**config.mk**
```make
export PLATFORM = sky130hd
export DESIGN_NAME = decoder_nbit
export DESIGN_NICKNAME = d
export VERILOG_FILES = /design/src/rtl/decoder_nbit.sv
export SDC_FILE = /design/constraint.sdc
export NUM_CORES = 1
export LEC_CHECK = 0
export BUFFER_PORTS_ARGS = -buffer_cell sky130_fd_sc_hd__buf_2
export CORE_MARGIN = 2
export CORE_UTILIZATION = 35
export CTS_BUF_LIST = sky130_fd_sc_hd__clkbuf_8
export CTS_CLUSTER_DIAMETER = 150
export DETAILED_ROUTE_END_ITERATION = 6
export GPL_TIMING_DRIVEN = 0
export PLACE_DENSITY_LB_ADDON = 0.12
export SLEW_MARGIN = 20
export SYNTH_ARGS = -nofsm -noshare
export SYNTH_HDL_FRONTEND = slang
export SYNTH_SLANG_ARGS = --single-unit
```
**constraint.sdc**
```tcl
create_clock -name clk -period 4.5 [get_ports clk]
set_clock_uncertainty 0.05 [all_clocks]
set_input_delay 0.225 -clock clk [delete_from_list [all_inputs] [get_ports clk]]
set_output_delay 0.225 -clock clk [all_outputs]
set_load 0.01 [all_outputs]
```
**src/rtl/decoder_nbit.sv**
```systemverilog
// rtl/decoder_nbit.sv - registered N-to-2^N one-hot decoder with DIRECT and SCAN modes (optional DECODER_ONEHOT_CHK_EN checker)
module decoder_nbit #(
    parameter int N       = 3,
    parameter int DWELL_W = 8
) (
    input  logic               clk,
    input  logic               rst_n,
    input  logic               en,
    input  logic               mode,
    input  logic               in_valid,
    output logic               in_ready,
    input  logic [N-1:0]       in_sel,
    input  logic [DWELL_W-1:0] dwell,
    output logic [2**N-1:0]    y,
    output logic               y_valid,
    output logic               scan_wrap
`ifdef DECODER_ONEHOT_CHK_EN
    ,
    output logic               err
`endif
);

    localparam int M = 2**N;
    localparam logic [M-1:0] ONE = {{(M-1){1'b0}}, 1'b1};

    typedef enum logic [1:0] {
        S_IDLE   = 2'd0,
        S_DIRECT = 2'd1,
        S_SCAN   = 2'd2
    } state_t;

    state_t             r_state;
    state_t             w_next;
    logic [M-1:0]       r_y;
    logic               r_y_valid;
    logic               r_in_ready;
    logic               r_scan_wrap;
    logic [N-1:0]       r_idx;
    logic [DWELL_W-1:0] r_count;
    logic               w_xfer;
    logic               w_step;
    logic [N-1:0]       w_idx_nxt;

    assign w_xfer    = in_valid & r_in_ready;
    assign w_step    = (r_count == dwell);
    assign w_idx_nxt = r_idx + 1'b1;

    // State register
    always_ff @(posedge clk or negedge rst_n) begin
        if (!rst_n) begin
            r_state <= S_IDLE;
        end else begin
            r_state <= w_next;
        end
    end

    // Next-state decode; en low wins over everything else
    always_comb begin
        w_next = r_state;
        case (r_state)
            S_IDLE: begin
                if (en) begin
                    w_next = mode ? S_SCAN : S_DIRECT;
                end
            end
            S_DIRECT: begin
                if (!en) begin
                    w_next = S_IDLE;
                end else if (mode) begin
                    w_next = S_SCAN;
                end
            end
            S_SCAN: begin
                if (!en) begin
                    w_next = S_IDLE;
                end else if (!mode) begin
                    w_next = S_DIRECT;
                end
            end
            default: w_next = S_IDLE;
        endcase
    end

    // Registered outputs, scan index and dwell counter, all keyed off the state being entered
    always_ff @(posedge clk or negedge rst_n) begin
        if (!rst_n) begin
            r_y         <= '0;
            r_y_valid   <= 1'b0;
            r_in_ready  <= 1'b0;
            r_scan_wrap <= 1'b0;
            r_idx       <= '0;
            r_count     <= '0;
        end else begin
            r_in_ready  <= (w_next == S_DIRECT);
            r_scan_wrap <= 1'b0;
            case (w_next)
                S_DIRECT: begin
                    if (r_state != S_DIRECT) begin
                        r_y       <= '0;
                        r_y_valid <= 1'b0;
                    end else if (w_xfer) begin
                        r_y       <= ONE << in_sel;
                        r_y_valid <= 1'b1;
                    end
                end
                S_SCAN: begin
                    if (r_state != S_SCAN) begin
                        r_idx     <= '0;
                        r_count   <= '0;
                        r_y       <= ONE;
                        r_y_valid <= 1'b1;
                    end else if (w_step) begin
                        r_count     <= '0;
                        r_idx       <= w_idx_nxt;
                        r_y         <= ONE << w_idx_nxt;
                        r_scan_wrap <= (w_idx_nxt == '0);
                    end else begin
                        r_count <= r_count + 1'b1;
                    end
                end
                default: begin
                    r_y       <= '0;
                    r_y_valid <= 1'b0;
                end
            endcase
        end
    end

    assign y         = r_y;
    assign y_valid   = r_y_valid;
    assign in_ready  = r_in_ready;
    assign scan_wrap = r_scan_wrap;

`ifdef DECODER_ONEHOT_CHK_EN
    logic r_err;
    logic w_multi;
    logic w_valid_zero;

    assign w_multi      = |(r_y & (r_y - ONE));
    assign w_valid_zero = r_y_valid & ~(|r_y);

    // Sticky flag for a multi-hot output or a valid output with no line set
    always_ff @(posedge clk or negedge rst_n) begin
        if (!rst_n) begin
            r_err <= 1'b0;
        end else begin
            r_err <= r_err | w_multi | w_valid_zero;
        end
    end

    assign err = r_err;
`endif

endmodule

```
Yosys cells after proc, flatten, opt, wreduce, memory -nomap -nowiden. Index checks and enable logic that the tools add are counted.

Register bits: 24. Latch bits: 0. RAM bits: 0. ROM bits: 0. Input bits: 16. Output and inout bits: 11. Word-level logic and storage cells: 51. Memories: 0.

Add/subtract/negate cells: 2. $mul: 0. Div/mod/pow operators: 0. Magnitude comparators: 0. Equality and inequality tests: 10. Shifts and indexed selects: 2. Muxes and demuxes: 23. Bitwise operators: 1. Reduce and logical (&&, ||, !) cells: 6.

Operators by type and width (count): 2-to-1 mux 8 bit (6); case mux 8 bit (2 select lines) (1); << shifter 1 x 3 -> 8 bit, first input constant (2); 2-to-1 mux 2 bit (6); adder 8 x 1 -> 8 bit, second input constant (1); equality test 8 bit (1); 2-to-1 mux 1 bit (6); 2-to-1 mux 3 bit (2); case mux 2 bit (3 select lines) (1); AND reduction 2 bit (3); equality test 2 x 1 -> 1 bit, second input constant (2); equality test 2 bit, second input constant (2); inequality test 2 bit, second input constant (2); adder 3 x 1 -> 3 bit, second input constant (1); zero test 3 bit (1); inequality test 3 x 2 -> 1 bit, second input constant (1); inequality test 3 bit, second input constant (1); zero test 2 bit (1); inequality test 2 x 1 -> 1 bit, second input constant (1); case mux 1 bit (2 select lines) (1); nonzero test 2 bit (1); AND 1 bit (1).

Depth between registers and ports, before layout.
Depth in word-level cells: 6. Gate-level depth with buffers: 10. Depth with buffers taken out: 10.

Worst setup path after synthesis. Ideal clock, no wire load.

Path kind: register to register. Start: reg r_state[1]. End: reg r_y[7] (netlist: y[7]). Library setup time: 0.122 ns. Arrival: 1.806 ns. Data required time: 4.328 ns. Slack: 2.522 ns. Stages on the path, launching flop included: 10. Buffers on the path: 0. Period minus slack after synthesis: 1.978 ns. Cell sequence: dfrtp_1 -> nand2_1 -> nand2_1 -> or2_2 -> inv_1 -> ha_1 -> nand3b_1 -> a21oi_1 -> nor2_1 -> a32o_1.

Elaborated cells on any way between the ends: 19. Classes of those cells: eq/ne: 8; mux: 9; reduce/logical: 2.

RTL lines: start, declared (RTL line 32) `state_t r_state;`; start signal, assigned (RTL line 53) `r_state <= w_next;`; equality test 2 bit, or another cell as far along (RTL line 60) `case (r_state)`; case mux 2 bit (3 select lines) (*) (RTL line 60); net w_next[0] (RTL line 33) `state_t w_next;`; equality test 2 bit / equality test 2 x 1 -> 1 bit (equally long branches) (RTL line 96) `case (w_next)`; inequality test 3 bit (no source line) / inequality test 3 x 2 -> 1 bit (equally long branches); AND reduction 2 bit (no source line); end signal, assigned (RTL line 102) `r_y <= ONE << in_sel;`; end signal, assigned (RTL line 115) `r_y <= ONE << w_idx_nxt;`; end, declared (RTL line 34) `logic [M-1:0] r_y;`.

Mark *: on every way through the listed nets, which the timed path passes. The rest lies on a longest branch. A chain may end at the register's enable or synchronous reset.

Worst setup path in the final report.
Start: reg r_state[0]. End: reg r_y[7] (netlist: y[7]).

Word-level cells in the longest chain between the ends: 6. Elaborated cells on any way between the ends: 19. Classes of those cells: eq/ne: 8; mux: 9; reduce/logical: 2.

RTL lines (RTL line): 2-to-1 mux 2 bit, on equally long branches (76, 69); 2-to-1 mux 2 bit, on equally long branches (74, 67); case mux 2 bit (3 select lines) (*) (60); net w_next[0] (33); equality test 2 bit / equality test 2 x 1 -> 1 bit (equally long branches) (96); inequality test 3 bit (no source line) / inequality test 3 x 2 -> 1 bit (equally long branches); AND reduction 2 bit (no source line).

Marked as above.

==> results.txt <==
Relative slew slack: 62.4%
Post-route cell area: 1600 um2
Placed inst area: 1530 um2
Clock Latency Late Sink: 0.26 ns
GPL Wtd Cong: 0.800
Critical Path AT: 2.38 ns
CP Class: reg2reg
Seq/Total Area, Yosys: 44.7%
Dpl cells: 203
Gr ovfl total: 0
CP Launch Point: r_state[0]
Vias/cell: 5.25
Post_cts resized: 0
Core area: 3660 um2
IO buf count: 26
Clock-pin slew on the worst setup and hold paths: 0.09 ns
Dpl hpwl: 2190 um
RSZ-0062 raised after global routing: false
Mapped Cells: 129
GRT Overall Usage: 14.6%
Global routing usage on met1: 17.6%
Number of library cell types mapped by synthesis: 34
Slew at the pin with the worst max-slew slack: 0.564 ns
Leading area contributor after synthesis: dfrtp_1
Drt pass-1 iters: 4
Mapped Area: 1340 um2
Final Hold Fails: 0
Yosys reg bits: 24
Pin count of the biggest net entering global routing: 25
Mapped Nets: 153
Compound-Gate Fraction of Synth Area: 19.1%
Worst reg-to-reg path cell count: 9
First-pass GRT wire length: 4930 um
Post-Synth Adder-Cell Area: 7.46%
Clock tree sinks: 24
M3 GR Usage: 2.04%
Fin cells: 208
Antenna violations before repair: 0
Total of max-cap violations: 0
Die area: 4350 um2
CTS Buffer Depth: 2
Worst min-delay path class: in2reg
Largest cells by area after synthesis: dfrtp_1 (45%), xnor2_1 (7.8%), a32o_1 (7.5%)
Vias in the first global route: 1079
DRC errors left: 0
Top cell type's share of synthesized area: 44.7%
Via Count: 1092
Die height: 65.9 um
CTS tree: yes
VDD IR max: 0.0985 mV
Setup TNS: 0 ns
Fin crit period: 2.27 ns
Flop2flop setup slack: 2.23 ns
Achievable Freq: 440 MHz
GR Util met2: 26.4%
GR peak layer: met2
Die Width: 65.9 um
Post-Synth XOR/XNOR Area: 8.48%
Avg Inst Size Synth: 10.4 um2
Drt total wl: 2860 um
Layout Nets: 185
Worst setup EP type: flip-flop
Initial DRC count: 56
Worst-path fanout max: 8
Mux contribution to synthesized area: 1.49%
Power per cell area: 260 nW/um2
H-tree depth: 1
Final max-slew violation count: 0
Synth warnings: 0
Main combinational cell family by area after synthesis: compound AO/OA/AOI/OAI gates
Num rows: 22
Share of cells above drive strength 1: 23.8%
Area growth syn-to-layout: 19.0%
DRT antenna net count: 0
Reg-to-reg endpoint: y[7]
Post-Synth Simple-Gate Area: 15.3%
WP data required: 4.61 ns
Final setup vio count: 0
Ports: 27
Total CTS buffers: 3
RR Startpoint: r_state[0]
ANT cells: 0
Avg WL per Cell: 13.8 um
Starting density of the core: 36.7%
CP Capture Point: y[7]
Setup crit start kind: flip-flop
Root Driver: clkbuf_8
Leakage: 0.000769 uW
Final worst-path cycle share: 50.5%
Status: finished clean
[report_power, final]
part	switching, uW	internal, uW
Clock	68.3	78.0
Combinational	26.9	18.6
Sequential	4.79	220
Total	100	316
[cell usage in the layout, fill, tap and decap left out, types with 2 or more instances in the layout]
cell type,synthesis,layout
nand3_1,6,6
nand4_1,2,2
o21ai_0,5,5
inv_1,9,9
a32o_1,10,10
a21oi_1,4,4
a22o_1,5,5
nor2b_1,3,3
nand2_1,3,3
xnor2_1,12,12
ha_1,8,8
mux2i_1,2,2
o31ai_1,2,2
nor3_1,2,2
clkbuf_8,0,4
and3_1,3,3
nor2_1,12,12
dfrtp_1,24,24
buf_2,1,27
[metal layers]
metal / wire length (um) / up-vias / part of all wire, %
met5: 0 / - / 0
met4: 20 / 0 / 0.70
met3: 109 / 2 / 3.8
met2: 1460 / 22 / 51
met1: 1270 / 538 / 44
li1: - / 530 / -
[layout make-up]
| cell class | instances | area [um2] |
|---|---|---|
| buffer | 2 | 12.5 |
| inverter | 9 | 33.8 |
| sequential | 24 | 601 |
| clock buffer | 4 | 55.1 |
| tap | 48 | 60.1 |
| timing repair buffer | 27 | 140 |
| fill | 359 | 2060 |
| multi-input combinational | 94 | 696 |
[cell families (layout without fill, tap and decap cells)]
group           count (synthesis)  after routing
compound gates                 32             32
xor+xnor                       13             13
fa+ha+maj                       8              8
buf+inv                        11             42
flops                          24             24
mux                             2              2
simple gates                   39             39
[critical path, stage by stage, from the launching register on]
cell	delay, ns
dfrtp_1	0.41
nand2_1	0.09
nand2_1	0.05
or2_2	0.28
inv_1	0.10
ha_1	0.17
nand3b_1	0.15
a21oi_1	0.34
nor2_1	0.22
a32o_1	0.30
[how the worst min path moves through the flow]
stage          start    endpoint  slack, ns  cells after the start
4_1_cts           en  r_state[1]       0.18                      3
6_report          en  r_state[1]       0.19                      3
3_5_place_dp   rst_n        y[2]       0.20                      1
5_1_grt         mode  r_state[0]       0.22                      3
3_3_place_gp   rst_n   scan_wrap       0.19                      1
2_1_floorplan  rst_n    in_ready      -0.12                      0
[timing repair]
| action | in CTS | in global routing |
|---|---|---|
| setup buffers | 0 | 0 |
| hold buffers | 1 | 0 |
| hold endpoints to repair | 24 | 0 |
[sequential cells by signal (all words and copies together), names as in the netlist]
register / count
r_idx: 3
r_state: 2
r_count: 8
y_valid: 1
scan_wrap: 1
y: 8
in_ready: 1
[synthesized netlist by cell type]
library cell  instances
nand2_1               3
nor3b_1               1
a32o_1               10
a21o_1                1
or3_1                 1
nand3_1               6
inv_1                 9
nor4_1                1
a21bo_2               1
o21a_2                1
nand2_2               1
a21oi_1               4
mux2i_1               2
nand3b_1              1
nand4_1               2
nor2_1               12
a22o_1                5
xnor2_1              12
nor2b_1               3
nand4_2               1
or2_2                 1
o21ai_0               5
buf_4                 1
and3_1                3
ha_1                  8
a32oi_1               1
xor2_1                1
o2bb2ai_1             1
dfrtp_1              24
o21ai_2               1
nand2b_1              1
nor3_1                2
o31ai_1               2
buf_2                 1
[metrics by stage]
stage          hold WS [ns]  power, uW  setup WS, ns  utilization, %
2_1_floorplan        -0.121        253          2.52               -
3_3_place_gp          0.194        273          2.31            41.9
3_5_place_dp          0.203        274          2.26            41.9
4_1_cts               0.180        423          2.24            43.6
5_1_grt               0.217        439          1.99            43.6
6_report              0.186        416          2.23            43.6
(Power assumes the default switching activity.)
